### config.mk
export PLATFORM = sky130hd
export DESIGN_NAME = stream_mux_rr_flat
export DESIGN_NICKNAME = d
export VERILOG_FILES = /design/src/rtl/stream_mux_pkg.sv /design/src/rtl/stream_mux_rr_if.sv /design/src/rtl/rr_pick.sv /design/src/rtl/stream_mux_rr.sv /design/src/flat_wrapper.sv
export SDC_FILE = /design/constraint.sdc
export NUM_CORES = 1
export LEC_CHECK = 0
export BUFFER_PORTS_ARGS = -buffer_cell sky130_fd_sc_hd__buf_2
export CAP_MARGIN = 5
export CORE_MARGIN = 2
export CORE_UTILIZATION = 30
export CTS_BUF_LIST = sky130_fd_sc_hd__clkbuf_8
export CTS_CLUSTER_DIAMETER = 40
export DETAILED_ROUTE_END_ITERATION = 12
export PLACE_DENSITY_LB_ADDON = 0.12
export SYNTH_ARGS = -nofsm -noshare
export SYNTH_HDL_FRONTEND = slang
export SYNTH_SLANG_ARGS = --single-unit
### constraint.sdc
create_clock -name clk -period 4.9 [get_ports clk]
set_input_delay 0.49 -clock clk [delete_from_list [all_inputs] [get_ports clk]]
set_output_delay 0.49 -clock clk [all_outputs]
set_load 0.01 [all_outputs]
### src/rtl/stream_mux_pkg.sv
// Shared definitions for the stream multiplexer family: mode encodings and
// the channel-id width helper used to size select and source-id fields.
package stream_mux_pkg;

    localparam logic MODE_FIXED = 1'b0;
    localparam logic MODE_RR    = 1'b1;

    // A single-channel mux still needs a 1-bit id field.
    function automatic int ch_w(input int n);
        return (n > 1) ? $clog2(n) : 1;
    endfunction

endpackage

### src/rtl/stream_mux_rr_if.sv
// Producer-side and consumer-side stream signals of the N:1 mux.
// The mux uses the slave view; the surrounding environment uses master.
interface stream_mux_rr_if
    import stream_mux_pkg::*;
#(
    parameter int NUM_CH = 8,
    parameter int DATA_W = 8
);
    localparam int SEL_W = ch_w(NUM_CH);

    logic [NUM_CH-1:0]        in_valid;
    logic [NUM_CH*DATA_W-1:0] in_data;
    logic [NUM_CH-1:0]        in_ready;
    logic                     mode;
    logic [SEL_W-1:0]         sel;
    logic                     out_valid;
    logic [DATA_W-1:0]        out_data;
    logic [SEL_W-1:0]         out_ch;
    logic                     out_ready;

    modport master (
        output in_valid, in_data, mode, sel, out_ready,
        input  in_ready, out_valid, out_data, out_ch
    );

    modport slave (
        input  in_valid, in_data, mode, sel, out_ready,
        output in_ready, out_valid, out_data, out_ch
    );

endinterface

### src/rtl/rr_pick.sv
// Combinational round-robin picker: first requester at or after ptr,
// wrapping past NUM_CH-1, found by rotating a doubled request vector.
module rr_pick
    import stream_mux_pkg::*;
#(
    parameter  int NUM_CH = 8,
    localparam int SEL_W  = ch_w(NUM_CH)
) (
    input  logic [NUM_CH-1:0] req,
    input  logic [SEL_W-1:0]  ptr,
    output logic [SEL_W-1:0]  gnt_idx,
    output logic              gnt_valid
);
    localparam logic [SEL_W:0] NUM_CH_W = (SEL_W+1)'(NUM_CH);

    logic [NUM_CH-1:0] win;
    logic [SEL_W:0]    sum;

    // win[i] is the request of channel (ptr + i) mod NUM_CH.
    assign win = NUM_CH'({req, req} >> ptr);

    always_comb begin
        // NOTE: every output of a combinational block gets a default first, so no path leaves it unassigned and no latch is inferred.
        gnt_valid = 1'b0;
        sum       = '0;
        for (int i = NUM_CH - 1; i >= 0; i--) begin
            if (win[i]) begin
                gnt_valid = 1'b1;
                sum       = {1'b0, ptr} + (SEL_W+1)'(i);
            end
        end
        gnt_idx = (sum >= NUM_CH_W) ? SEL_W'(sum - NUM_CH_W) : SEL_W'(sum);
    end

endmodule

### src/rtl/stream_mux_rr.sv
// N:1 valid/ready stream mux with fixed-select and round-robin modes and a
// single registered output stage that also reports the source channel.
module stream_mux_rr
    import stream_mux_pkg::*;
#(
    parameter  int NUM_CH = 8,
    parameter  int DATA_W = 8,
    localparam int SEL_W  = ch_w(NUM_CH)
) (
    input  logic           clk,
    input  logic           rst_n,
    stream_mux_rr_if.slave bus
);
    localparam logic [SEL_W:0] NUM_CH_W = (SEL_W+1)'(NUM_CH);

    logic [SEL_W-1:0]  ptr;
    logic [SEL_W-1:0]  rr_idx;
    logic              rr_valid;
    logic              fix_valid;
    logic [SEL_W-1:0]  grant;
    logic              grant_valid;
    logic              load_en;
    logic              take;
    logic [DATA_W-1:0] grant_data;

    rr_pick #(.NUM_CH(NUM_CH)) u_pick (
        .req       (bus.in_valid),
        .ptr       (ptr),
        .gnt_idx   (rr_idx),
        .gnt_valid (rr_valid)
    );

    always_comb begin
        // An out-of-range select grants nothing rather than aliasing a channel.
        fix_valid = ({1'b0, bus.sel} < NUM_CH_W) && bus.in_valid[bus.sel];
        if (bus.mode == MODE_RR) begin
            grant       = rr_idx;
            grant_valid = rr_valid;
        end else begin
            grant       = bus.sel;
            grant_valid = fix_valid;
        end
        load_en    = !bus.out_valid || bus.out_ready;
        take       = load_en && grant_valid;
        grant_data = bus.in_data[grant*DATA_W +: DATA_W];
    end

    always_comb begin
        bus.in_ready = '0;
        if (take) bus.in_ready[grant] = 1'b1;
    end

    // NOTE: sequential state uses non-blocking assignments so every register samples pre-edge values.
    always_ff @(posedge clk or negedge rst_n) begin
        if (!rst_n) begin
            // NOTE: the data/id fields are reset too, so a drained output reads as zero rather than X after reset.
            bus.out_valid <= 1'b0;
            bus.out_data  <= '0;
            bus.out_ch    <= '0;
            ptr           <= '0;
        end else begin
            if (load_en) bus.out_valid <= grant_valid;
            if (take) begin
                bus.out_data <= grant_data;
                bus.out_ch   <= grant;
            end
            if (take && bus.mode == MODE_RR)
                ptr <= (grant == SEL_W'(NUM_CH - 1)) ? '0 : grant + 1'b1;
        end
    end

endmodule

### src/flat_wrapper.sv
// flat-port wrapper written by rule: the top's interface ports become plain ports
module stream_mux_rr_flat import stream_mux_pkg::*;
#(
    parameter  int NUM_CH = 8,
    parameter  int DATA_W = 8,
    localparam int SEL_W  = ch_w(NUM_CH)
)
  (clk, rst_n, bus_in_valid, bus_in_data, bus_mode, bus_sel, bus_out_ready, bus_in_ready, bus_out_valid, bus_out_data, bus_out_ch);
  stream_mux_rr_if #(.NUM_CH(NUM_CH), .DATA_W(DATA_W)) bus_i ();
  input  logic clk;
  input  logic rst_n;
  input wire logic [$bits(bus_i.in_valid)-1:0] bus_in_valid;
  input wire logic [$bits(bus_i.in_data)-1:0] bus_in_data;
  input wire logic [$bits(bus_i.mode)-1:0] bus_mode;
  input wire logic [$bits(bus_i.sel)-1:0] bus_sel;
  input wire logic [$bits(bus_i.out_ready)-1:0] bus_out_ready;
  output wire logic [$bits(bus_i.in_ready)-1:0] bus_in_ready;
  output wire logic [$bits(bus_i.out_valid)-1:0] bus_out_valid;
  output wire logic [$bits(bus_i.out_data)-1:0] bus_out_data;
  output wire logic [$bits(bus_i.out_ch)-1:0] bus_out_ch;
  assign bus_i.in_valid = bus_in_valid;
  assign bus_i.in_data = bus_in_data;
  assign bus_i.mode = bus_mode;
  assign bus_i.sel = bus_sel;
  assign bus_i.out_ready = bus_out_ready;
  assign bus_in_ready = bus_i.in_ready;
  assign bus_out_valid = bus_i.out_valid;
  assign bus_out_data = bus_i.out_data;
  assign bus_out_ch = bus_i.out_ch;
  stream_mux_rr #(.NUM_CH(NUM_CH), .DATA_W(DATA_W)) u_core (.clk(clk), .rst_n(rst_n), .bus(bus_i));
endmodule
==> results by group <==
STA
  • Setup repair after global routing missed its margin: false
  • Number of hold-slack violations in the final timing report: 0
  • Headroom to the max-slew limit: 54.7%
  • Setup WS post-layout: 613 ps
  • Pins Over Slew Limit: 0
  • Final critical-path required period: 4290 ps
  • Count of endpoints failing setup in the final report: 0
  • Post-route setup TNS: 0 ps
  • Clock tree skew after final layout: 1.76 ps
  • Maximum clock rate: 0.233 GHz
  • Worst-Margin Slew: 675 ps
  • Final Cycle Share: 87.5%

Worst setup path
  • Worst setup SP type: flip-flop
  • Cells on worst reg2reg path: 11
  • Biggest fanout along the worst timing path: 22
  • Critical path's slowest cell: sky130_fd_sc_hd__dfrtp_1
  • Arrival time of data at the critical path endpoint: 3800 ps
  • Kind of end point of the critical path: output pin
  • Critical path cell sequence: buf_4 -> mux4_2 -> mux2i_1 -> nor4_1 -> or4_4 -> a221oi_4 -> or2_4 -> nor2_1 -> buf_2
  • Critical path type: flip-flop to output pin
  • Highest cell delay on the worst timing path: 700 ps
  • WP data required: 4410 ps

CTS
  • CTS HTree Levels: 1
  • Clock tree buffer depth: 2
  • Setup fix buffers added after clock tree synthesis: 0
  • Number of clock buffers inserted by TritonCTS: 3
  • CTS tree: yes
  • Clk_lat worst skew: 250 ps
  • Post-CTS clock slew at the launch and capture registers of the worst setup and hold paths: 70 ps
  • Count of instances resized after the clock tree is built: 0
  • Number of clock sinks: 15
  • Clock Root Buffer: sky130_fd_sc_hd__clkbuf_8
  • Number of hold-repair buffers added at the cts stage: 0

Yosys
  • Arithmetic-cell share of the synthesized area counting full adders, half adders and majority gates: 0.977%
  • Net count after synthesis: 372
  • Netlist cell types: 64
  • Mean cell area of the mapped netlist: 8.81 sq um
  • Post-synthesis share of cell area spent on and, or, nand and nor gates: 21.7%
  • Post-synthesis cell area: 2560 sq um
  • Warnings, synthesis: 0
  • Number of instances in the synthesized netlist: 291
  • Synthesized-area fraction occupied by xor and xnor cells: 1.03%
  • Multiplexer share of the synthesized area: 33.5%
  • Number of flops mapped to enable cells by yosys: 0
  • Dominant cell type by area after synthesis: sky130_fd_sc_hd__mux2i_1
  • Fraction of registers with async set or reset after synthesis: 100%
  • Area contributors post-synth: sky130_fd_sc_hd__mux2i_1, sky130_fd_sc_hd__dfrtp_1, sky130_fd_sc_hd__mux4_2, sky130_fd_sc_hd__a2111oi_0, sky130_fd_sc_hd__a211o_1
  • Dominant synthesized flop cell: sky130_fd_sc_hd__dfrtp_1
  • Portion of the post-synthesis area used by sequential elements: 14.6%
  • Area share of the leading cell type in the synthesized netlist: 18.0%
  • Main combinational cell family by area after synthesis: multiplexers
  • Top cells by instance count after synthesis: sky130_fd_sc_hd__mux2i_1, sky130_fd_sc_hd__nor2_1, sky130_fd_sc_hd__nand2_1
  • Post-synthesis sequential element count: 15
  • Most used standard cell by instance count after synthesis: sky130_fd_sc_hd__mux2i_1
  • Fraction of the mapped netlist area in compound gates: 21.3%

Placement
  • DP Worst Slack: 837 ps
  • I/O Buffers: 98
  • Half-perimeter wire length after placement: 6350 um
  • Final RePlAce weighted congestion: 0.829

Final layout
  • Total of fill cells in the finished design: 876
  • Synthesis-to-finish area growth: 22.4%
  • Diodes inserted: 0
  • Flip-flop and latch area: 375 sq um
  • Combined area of the multi-input logic cells: 2010 sq um
  • Total Nets Final: 452
  • Layout cells sized above 1: 37.0%

Floorplan
  • Die width: 96.4 um
  • Starting density of the core: 31.0%
  • Core Footprint: 8260 sq um
  • Die area: 9300 sq um
  • Count of boundary I/O pins: 99
  • Number of cell rows: 33
  • Die outline height: 96.4 um

Power
  • Leak pwr: 0.00145 uW
  • Maximum resistive drop on vdd: 0.000201 V
  • PD cells: 569 nW/um^2

Drt
  • Routed wirelength normalized by instance count: 17.4 um
  • Detailed-route DRC error count: 0
  • Number of DRC markers in iteration 0: 151
  • Via-per-instance ratio: 5.56
  • Vias: 2642
  • Number of nets with antenna violations after routing: 0
  • Total wire length after detailed routing: 8270 um
  • Count of TritonRoute iterations in the first routing pass: 4

GRT
  • Vias in the first global route: 2585
  • GR Util All Layers: 18.4%
  • Global-route wire length before repair: 13400 um
  • Overflow left after global routing: 0
  • Maximum number of pins on one net before global-route repair: 31
  • Number of antenna violations at the first check in global routing: 0

Job
  • Count of max-cap constraint violations: 0

Run status
  • Run status: finished clean

Hold path
  • Classification of the worst-slack hold path: input port to asynchronous set/reset pin
flip-flops by register name, summed over array words and instances, names as in the netlist:
signal                count
u_core.ptr                3
u_core.bus.out_valid      1
u_core.bus.out_ch         3
u_core.bus.out_data       8
final cells by class:
type | count | share of cell area [%]
clock buffers | 3 | 1.32
flip-flops and latches | 15 | 12.0
well taps | 105 | 4.19
multi-input cells | 238 | 64.1
clock inverters | 1 | 0.160
repair buffers | 105 | 17.3
inverters | 8 | 0.957
path summary, 6_finish.rpt:
check,from,endpoint,slack (ps)
worst max register to register,u_core.ptr[1]$_DFFE_PN0P_,u_core.bus.out_data[5]$_DFFE_PN0P_,910
max in group asynchronous,rst_n,u_core.bus.out_data[4]$_DFFE_PN0P_,4480
worst min register to register,u_core.bus.out_ch[1]$_DFFE_PN0P_,u_core.bus.out_ch[1]$_DFFE_PN0P_,480
worst min-delay path,rst_n,u_core.bus.out_ch[1]$_DFFE_PN0P_,140
worst max-delay path,u_core.ptr[1]$_DFFE_PN0P_,bus_in_ready[5],610
min in group clk,u_core.bus.out_ch[1]$_DFFE_PN0P_,u_core.bus.out_ch[1]$_DFFE_PN0P_,480
routing by layer:
layer	global-route usage (%)	part of all wire (%)	up-vias
li1	-	-	1290
met1	25.0	44	1244
met2	29.7	48	94
met3	3.10	6.6	14
met4	5.87	1.9	0
met5	0	0	-
kinds of logic after synthesis:
logic type,count (synthesis)
xor+xnor,3
mux,67
buf+inv,38
compound gates,68
simple gates,98
flops,15
fa+ha+maj,2
metrics by stage:
| stage | total power (uW) | utilization (%) | hold slack [ps] | instances | instance area, sq um |
|---|---|---|---|---|---|
| after floorplan | 1350 | - | 194 | 291 | 2560 |
| after global placement | 1690 | 37.4 | 435 | 471 | 3090 |
| after detailed placement | 1670 | 37.4 | 434 | 471 | 3090 |
| after CTS | 1790 | 38.0 | 157 | 475 | 3140 |
| after global routing | 1950 | 38.0 | 167 | 475 | 3140 |
| final | 1780 | 38.0 | 144 | 475 | 3140 |
cell usage in the layout, fill, tap and decap left out, drive strengths merged, types with 2 or more instances in the layout:
master and count:
nand3 8, nor3 2, ha 2, buf 105
and3 3, nand2b 6, xnor2 2, nand2 17
nor4b 2, a21oi 13, a211o 12, mux4 14
o2111ai 2, a221oi 2, a211oi 4, nor2 25
nand4 2, or4 2, a2111oi 15, inv 7
o21ai 5, and4 7, o31ai 2, and2 10
mux2i 46, nor3b 2, nand4b 2, dfrtp 15
mux2 7, clkinv 2, nor2b 2, clkbuf 3
critical path: cells and delay by family, from the launching register on:
kind | cells | cell delay, ps
buf+inv | 2 | 480
flops | 1 | 700
mux | 2 | 770
compound gates | 1 | 450
simple gates | 4 | 1110
where the power goes:
| group | leakage [uW] | total (uW) | switching, uW | internal, uW |
|---|---|---|---|---|
| registers | 0.000178 | 235 | 53.4 | 182 |
| clock network | 0.0000255 | 108 | 51.4 | 56.5 |
| logic | 0.00125 | 1440 | 800 | 642 |
(Power assumes the default switching activity.)
